`config.mk`:
```
export PLATFORM = sky130hd
export DESIGN_NAME = axil_arb_rd
export DESIGN_NICKNAME = d
export VERILOG_FILES = /design/src/rtl/axil_arb_rd.sv
export SDC_FILE = /design/constraint.sdc
export NUM_CORES = 1
export LEC_CHECK = 0
export BUFFER_PORTS_ARGS = -buffer_cell sky130_fd_sc_hd__buf_2
export CORE_AREA = 2 2 82 84
export DETAILED_ROUTE_END_ITERATION = 7
export DIE_AREA = 0 0 84 86
export HOLD_SLACK_MARGIN = 0.06
export PLACE_DENSITY = 0.71
export SLEW_MARGIN = 10
export SYNTH_ARGS = -nofsm -noshare
export SYNTH_HDL_FRONTEND = slang
export SYNTH_SLANG_ARGS = --single-unit
```
`constraint.sdc`:
```
create_clock -name aclk -period 1.55 [get_ports aclk]
set_input_delay 0 -clock aclk [delete_from_list [all_inputs] [get_ports aclk]]
set_output_delay 0 -clock aclk [all_outputs]
set_load 0.01 [all_outputs]
```
`src/rtl/axil_arb_rd.sv`:
```
// rtl/axil_arb_rd.sv - two-master AXI-Lite read arbiter with slave-window decode
// Optional round-robin contention resolution when AXIL_ARB_RD_RR_EN is defined.
module axil_arb_rd #(
    parameter int                        AXI_DATA_WIDTH = 32,
    parameter int                        AXI_ADDR_WIDTH = 32,
    parameter logic [AXI_ADDR_WIDTH-1:0] SLV_BASE       = 32'h0000_0000,
    parameter logic [AXI_ADDR_WIDTH-1:0] SLV_SIZE       = 32'h0001_0000
) (
    input  logic                      aclk,
    input  logic                      aresetn,
    input  logic [AXI_ADDR_WIDTH-1:0] s_axil_araddr_0,
    input  logic                      s_axil_arvalid_0,
    output logic                      s_axil_arready_0,
    output logic [AXI_DATA_WIDTH-1:0] s_axil_rdata_0,
    output logic [1:0]                s_axil_rresp_0,
    output logic                      s_axil_rvalid_0,
    input  logic                      s_axil_rready_0,
    input  logic [AXI_ADDR_WIDTH-1:0] s_axil_araddr_1,
    input  logic                      s_axil_arvalid_1,
    output logic                      s_axil_arready_1,
    output logic [AXI_DATA_WIDTH-1:0] s_axil_rdata_1,
    output logic [1:0]                s_axil_rresp_1,
    output logic                      s_axil_rvalid_1,
    input  logic                      s_axil_rready_1,
    output logic [AXI_ADDR_WIDTH-1:0] m_axil_araddr,
    output logic                      m_axil_arvalid,
    input  logic                      m_axil_arready,
    input  logic [AXI_DATA_WIDTH-1:0] m_axil_rdata,
    input  logic [1:0]                m_axil_rresp,
    input  logic                      m_axil_rvalid,
    output logic                      m_axil_rready,
    output logic                      slv_invalid,
    output logic                      grant,
    output logic                      busy
);

    typedef enum logic [1:0] {IDLE, ADDR, DATA} state_t;

    // One extra bit keeps BASE+SIZE from wrapping at the top of the address space.
    localparam logic [AXI_ADDR_WIDTH:0] BASE_EXT  = {1'b0, SLV_BASE};
    localparam logic [AXI_ADDR_WIDTH:0] LIMIT_EXT = {1'b0, SLV_BASE} + {1'b0, SLV_SIZE};

    state_t state_q, state_d;
    logic   grant_q, grant_d;
    logic   last_grant_q, last_grant_d;
    logic   slv_invalid_q, slv_invalid_d;
    logic   busy_q, busy_d;

    logic                      req_any;
    logic                      winner;
    logic [AXI_ADDR_WIDTH-1:0] win_addr;
    logic [AXI_ADDR_WIDTH-1:0] sel_araddr;
    logic                      sel_arvalid;
    logic                      sel_rready;
    logic                      in_addr;
    logic                      in_data;

    always_comb begin
        req_any = s_axil_arvalid_0 | s_axil_arvalid_1;
`ifdef AXIL_ARB_RD_RR_EN
        if (s_axil_arvalid_0 && s_axil_arvalid_1) begin
            winner = ~last_grant_q;
        end else begin
            winner = ~s_axil_arvalid_0;
        end
`else
        winner = ~s_axil_arvalid_0;
`endif
        win_addr    = winner ? s_axil_araddr_1 : s_axil_araddr_0;
        sel_araddr  = grant_q ? s_axil_araddr_1 : s_axil_araddr_0;
        sel_arvalid = grant_q ? s_axil_arvalid_1 : s_axil_arvalid_0;
        sel_rready  = grant_q ? s_axil_rready_1 : s_axil_rready_0;
    end

    always_comb begin
        state_d       = state_q;
        grant_d       = grant_q;
        last_grant_d  = last_grant_q;
        slv_invalid_d = slv_invalid_q;
        busy_d        = busy_q;
        case (state_q)
            IDLE: begin
                if (req_any) begin
                    state_d       = ADDR;
                    grant_d       = winner;
                    last_grant_d  = winner;
                    busy_d        = 1'b1;
                    slv_invalid_d = !(({1'b0, win_addr} >= BASE_EXT) &&
                                      ({1'b0, win_addr} <  LIMIT_EXT));
                end
            end
            ADDR: begin
                if (sel_arvalid && m_axil_arready) begin
                    state_d = DATA;
                end
            end
            DATA: begin
                if (m_axil_rvalid && sel_rready) begin
                    state_d = IDLE;
                    busy_d  = 1'b0;
                end
            end
            default: begin
                state_d = IDLE;
                busy_d  = 1'b0;
            end
        endcase
    end

    always_ff @(posedge aclk or negedge aresetn) begin
        if (!aresetn) begin
            state_q       <= IDLE;
            grant_q       <= 1'b0;
            last_grant_q  <= 1'b1;
            slv_invalid_q <= 1'b0;
            busy_q        <= 1'b0;
        end else begin
            state_q       <= state_d;
            grant_q       <= grant_d;
            last_grant_q  <= last_grant_d;
            slv_invalid_q <= slv_invalid_d;
            busy_q        <= busy_d;
        end
    end

    // Routing is gated by the registered phase so nothing leaks outside ADDR/DATA.
    always_comb begin
        in_addr = (state_q == ADDR);
        in_data = (state_q == DATA);

        m_axil_araddr  = in_addr ? sel_araddr : '0;
        m_axil_arvalid = in_addr & sel_arvalid;
        m_axil_rready  = in_data & sel_rready;

        s_axil_arready_0 = in_addr & ~grant_q & m_axil_arready;
        s_axil_arready_1 = in_addr &  grant_q & m_axil_arready;
        s_axil_rvalid_0  = in_data & ~grant_q & m_axil_rvalid;
        s_axil_rvalid_1  = in_data &  grant_q & m_axil_rvalid;
        s_axil_rdata_0   = (in_data & ~grant_q) ? m_axil_rdata : '0;
        s_axil_rdata_1   = (in_data &  grant_q) ? m_axil_rdata : '0;
        s_axil_rresp_0   = (in_data & ~grant_q) ? m_axil_rresp : 2'b00;
        s_axil_rresp_1   = (in_data &  grant_q) ? m_axil_rresp : 2'b00;
    end

    assign grant       = grant_q;
    assign slv_invalid = slv_invalid_q;
    assign busy        = busy_q;

endmodule
```
# Yosys cells after proc, flatten, opt, wreduce, memory -nomap -nowiden
# Index checks and enable logic that the tools add are counted.
[op_classes] eq_ne=5 bitwise_logic=14 reduce_logical=7 muxes=16 order_cmp=1
[ops] cell="$mux 32" count=5
[ops] cell="$lt 32x17->1 const B" count=1
[ops] cell="$and 1x1->1" count=10
[ops] cell="$mux 2" count=5
[ops] cell="$pmux 2 s3" count=1
[ops] cell="$reduce_and 3->1" count=2
[ops] cell="$mux 1" count=4
[ops] cell="$ne 2x1->1 const B" count=2
[ops] cell="$not 1->1" count=3
[ops] cell="$pmux 1 s3" count=1
[ops] cell="$eq 2x1->1 const B" count=1
[ops] cell="$eq 2x2->1 const B" count=1
[ops] cell="$logic_and 1x1->1" count=2
[ops] cell="$logic_not 2->1" count=1
[ops] cell="$ne 2x2->1 const B" count=1
[ops] cell="$reduce_and 2->1" count=1
[ops] cell="$logic_not 1->1" count=1
[ops] cell="$or 1x1->1" count=1
[word_totals] input_bits=106 output_inout_bits=109 reg_bits=5

# Logic depth before layout (Yosys ltp)
[depth] word_depth=4 ltp_mapped=5 ltp_nobuf=4

# Worst setup path before layout
# No wires, ideal clock.
[synth_timing] path_kind="register to register" startpoint="reg grant_q (netlist: grant)" endpoint="reg state_q[0]" setup_time_ps=126 arrival_ps=1048 path_buffers=1 stages_incl_launch_ff=6 slack_ps=376 path_cell_list="dfrtp_1 -> buf_4 -> mux2i_1 -> nand2b_1 -> a21oi_1 -> nor2_1"
[synth_via] elab_chain_len=4 elab_cells_between_ends=7 cone_classes="eq/ne: 2; mux: 2; reduce/logical: 3"
[synth_lines] element="start: declaration" line="44" rtl="logic grant_q, grant_d;"
[synth_lines] element="start signal: assignment" line="119" rtl="grant_q <= grant_d;"
[synth_lines] element="$mux 1, on equally long branches" line="71, 72"
[synth_lines] element="$logic_and 1x1->1, on equally long branches" line="93, 98"
[synth_lines] element="$ne 2x1->1 (no source line)"
[synth_lines] element="$reduce_and 3->1 (no source line) (*)"
[synth_lines] element="end signal: assignment" line="118" rtl="state_q <= state_d;"
[synth_lines] element="end: declaration" line="43" rtl="state_t state_q, state_d;"
# Every way passes the cells marked *; elsewhere a longest branch is shown, timed or not.
# A chain may end at the register's enable or synchronous reset.

# Final worst setup path
[layout_timing] startpoint="reg state_q[0]" endpoint="out s_axil_rdata_1[1]"
[layout_via] elab_chain_len=3
[layout_lines] element="$eq 2x2->1" line="129" rtl="in_data = (state_q == DATA);"
[layout_lines] element="$and 1x1->1" line="140" rtl="s_axil_rdata_1 = (in_data & grant_q) ? m_axil_rdata : '0;"
[layout_lines] element="$mux 32" line="140"
[layout_lines] element="end: declaration" line="21" rtl="output logic [AXI_DATA_WIDTH-1:0] s_axil_rdata_1,"
# No other way between the ends.

==> impl_results.md <==
* Fin crit period at roughly 1400 ps
* Largest net degree at the start of global routing at 36
* First-pass GRT wire length at 8850 um
* Initial antenna violation count at 0
* Final count of hold timing violations at 0
* Met1 wire length at between 2000 and 2500 um
* Die Ht at approximately 86 um
* Type of the worst min-delay path: primary input to flip-flop
* Worst EP required at between 1500 and 2000 ps
* Critical hold path startpoint: s_axil_arvalid_1
* Most common library cell in the layout ignoring fill and taps: sky130_fd_sc_hd__buf_2
* Starting Density at 0.214
* Core area at around 6300 um2
* Maxcap violations at 0
* First-pass detailed-route iteration total at 4
* Flop and latch count out of synthesis at 5
* Final estimated routing congestion in global placement at 0.799
* Root buffer cell: sky130_fd_sc_hd__clkbuf_8
* Number of different library cells in the post-synthesis netlist at 25
* Syn_nets at between 300 and 400
* Number of sinks driven by the clock tree at 5
* Syn Inst Count at around 200
* Series of cell instances along the critical path: nand2b_4 -> nor2_4 -> buf_12 -> and2_1 -> buf_2
* Proportion of synthesized chip area in sequential cells at 0.0930
* Area growth from synthesis to layout at 90.3%
* TritonCTS Buffers at 3
* GRT Resource Usage Total at 0.147
* Tightest Pin Transition at around 350 ps
* Number of levels in the clock H-tree at 1
* Total of warnings raised by yosys at 0
* Critical path class: flip-flop to output pin
* Floorplan die width at 84 um
* Cell row count at 29
* Filler Cells Inserted at between 600 and 700
* Setup repair after global routing missed its margin: false
* Worst max-slew margin expressed relative to the limit at 0.759
* Most frequent cells in the layout: 214 x sky130_fd_sc_hd__buf_2, 70 x sky130_fd_sc_hd__and2_1, 43 x sky130_fd_sc_hd__nor2_1
* Number of cells on the worst reg-to-reg path at 4
* Count of buffers from port buffering at roughly 210
* Final Setup Violations at 0
* Number of max-slew violations in the final report at 0
* Vias/cell at roughly 4.4
* Sink of the worst hold path: grant
* Remaining design rule violation count at 0
* Clock tree buffer depth at 2
* Via Count at ~2100
* Post-CTS setup buffer count at 0
* Total overflow reported by the global router at 0
* Critical Path Max Stage Delay at about 430 ps
* Mean instance size in the synthesized netlist at ~6.9 um2
* Mapped Area at 1350 um2
* Worst-path maximum fanout at 35
* Highest routing layer actually used: met4
* Antenna-violating nets left at 0
* Fraction of layout cells with a size suffix above 1 at 0.560
* Placed Cells at 476
* Endpoint of the worst-slack reg-to-reg timing path: busy
* Net total in the final layout at a little over 500
* Run status: completed
* Setup total negative slack at 0 ps
* Share of the clock period used by the worst path after layout at 0.921
* Num ports at ~220
* Clock latency on the worst-skew pair at 220 ps
* Maximum clock skew at final layout at 2.12 ps
* Detailed placer's ending HPWL at 5000 um
* Maximum operating frequency at roughly 700 MHz
* Slowest CP cell: sky130_fd_sc_hd__dfrtp_2
* Reg clk slew, reported paths at 40 ps
* Power per cell area at about 1200 nW/um2
* Min-Delay Path Depth at 3
* Worst-case register-to-register setup slack at between 200 and 300 ps
* Maximum vdd ir drop at 0.666 mV
* Number of global-route vias before repair at about 1900
* Met3 wirelength from detailed routing at 506 um
* Number of standard cells in the final layout excluding fillers at roughly 480
* Wire length per cell at 12.1 um
* TritonCTS clock tree: done
* Setup crit end kind: output pin
* Count of routing violations after the opening detailed-route iteration at 32
* Aggregate routed wire length at 5830 um
* Wire length on met2 at approximately 3100 um
* Total die area at about 7200 um2
* Startpoint type of the worst setup path: flip-flop
* Launch instance of the worst register-to-register path: grant
* Leakage dissipation at approximately 1.6 nW
* Critical Path AT at about 1400 ps
* Power after layout at roughly 3.0 mW
* Number of antenna cells inserted at 0
==> Yosys cell counts <==
master	n	area, um2
sky130_fd_sc_hd__or4b_1	1	10.0
sky130_fd_sc_hd__or4_1	1	7.51
sky130_fd_sc_hd__nor2b_1	1	6.26
sky130_fd_sc_hd__mux2_2	1	11.3
sky130_fd_sc_hd__nor3_1	3	15.0
sky130_fd_sc_hd__a31oi_1	1	6.26
sky130_fd_sc_hd__nand2b_1	2	12.5
sky130_fd_sc_hd__and2_1	70	438
sky130_fd_sc_hd__buf_2	4	20.0
sky130_fd_sc_hd__a21oi_1	5	25.0
sky130_fd_sc_hd__inv_1	1	3.75
sky130_fd_sc_hd__buf_4	7	52.6
sky130_fd_sc_hd__nor4b_1	1	8.76
sky130_fd_sc_hd__nor2_1	43	161
sky130_fd_sc_hd__nor2_4	2	22.5
sky130_fd_sc_hd__mux2i_1	33	330
sky130_fd_sc_hd__nand2_1	2	7.51
sky130_fd_sc_hd__nand4_1	2	12.5
sky130_fd_sc_hd__nand2b_4	1	13.8
sky130_fd_sc_hd__o22ai_1	1	6.26
sky130_fd_sc_hd__nand3b_1	1	7.51
sky130_fd_sc_hd__nor4_1	3	18.8
sky130_fd_sc_hd__o21bai_1	1	7.51
sky130_fd_sc_hd__clkbuf_2	3	15.0
sky130_fd_sc_hd__dfrtp_1	5	125
==> stage by stage <==
stage / hold WS, ps / setup slack, ps / util / area [um2]
global route: 134 / 8.09 / 0.408 / 2560
finish: 101 / 122 / 0.408 / 2560
CTS: 98.6 / 89.4 / 0.408 / 2560
global placement: -179 / 291 / 0.397 / 2490
floorplan: -296 / 376 / - / 1350
detailed placement: -177 / 275 / 0.397 / 2490
==> final cells by class <==
cell class	instances	area [um2]	area share
repair buffers	220	1160	0.453
multi-input cells	175	1130	0.441
flip-flops and latches	5	128	0.0499
well taps	77	96.3	0.0376
clock buffers	4	45.0	0.0176
inverters	1	3.75	0.00147
==> critical path, delay by kind of cell (launching register included) <==
family	cells	cell delay, ps
buffers and inverters	2	310
DFF	1	430
and+or+nand+nor	3	460
==> registers in the layout, indices dropped and copies added, names as in the netlist <==
register,cells
slv_invalid,1
busy,1
state_q,2
grant,1
==> power by group <==
group	leakage (nW)	total, mW	switching (mW)	internal (mW)
clock network	0.0228	0.239	0.0623	0.176
registers	0.0543	0.283	0.0951	0.188
logic	1.55	2.44	1.32	1.12
==> what timing repair did <==
item,in CTS,in global routing
endpoints found under the hold margin,6,0
gates resized for setup,0,1
setup endpoints to repair,0,1
hold buffers,2,0
==> how the worst max path moves through the flow <==
stage                   endpoint  depth (start not counted)  slack, ps  startpoint
6_report       s_axil_rdata_1[1]                          5        120  state_q[0]
3_5_place_dp                busy                          4        270       grant
4_1_cts        s_axil_rdata_1[1]                          5         90  state_q[0]
3_3_place_gp          state_q[0]                          4        290       grant
5_1_grt        s_axil_rdata_1[1]                          5          8  state_q[1]
2_1_floorplan         state_q[0]                          5        380       grant
==> cell families after synthesis <==
kind of cell / after synthesis / share of synthesized area
flip-flops: 5 / 0.0930
AND/OR/NAND/NOR: 133 / 0.552
buffers and inverters: 15 / 0.0679
AO/OA/AOI/OAI: 8 / 0.0335
multiplexers: 34 / 0.254
==> layer usage <==
layer,up-vias,GRT usage
met4,0,0.0176
met1,917,0.159
met3,2,0.0231
li1,1061,-
met2,126,0.303
met5,-,0
Power figures use the tool's default switching activity.
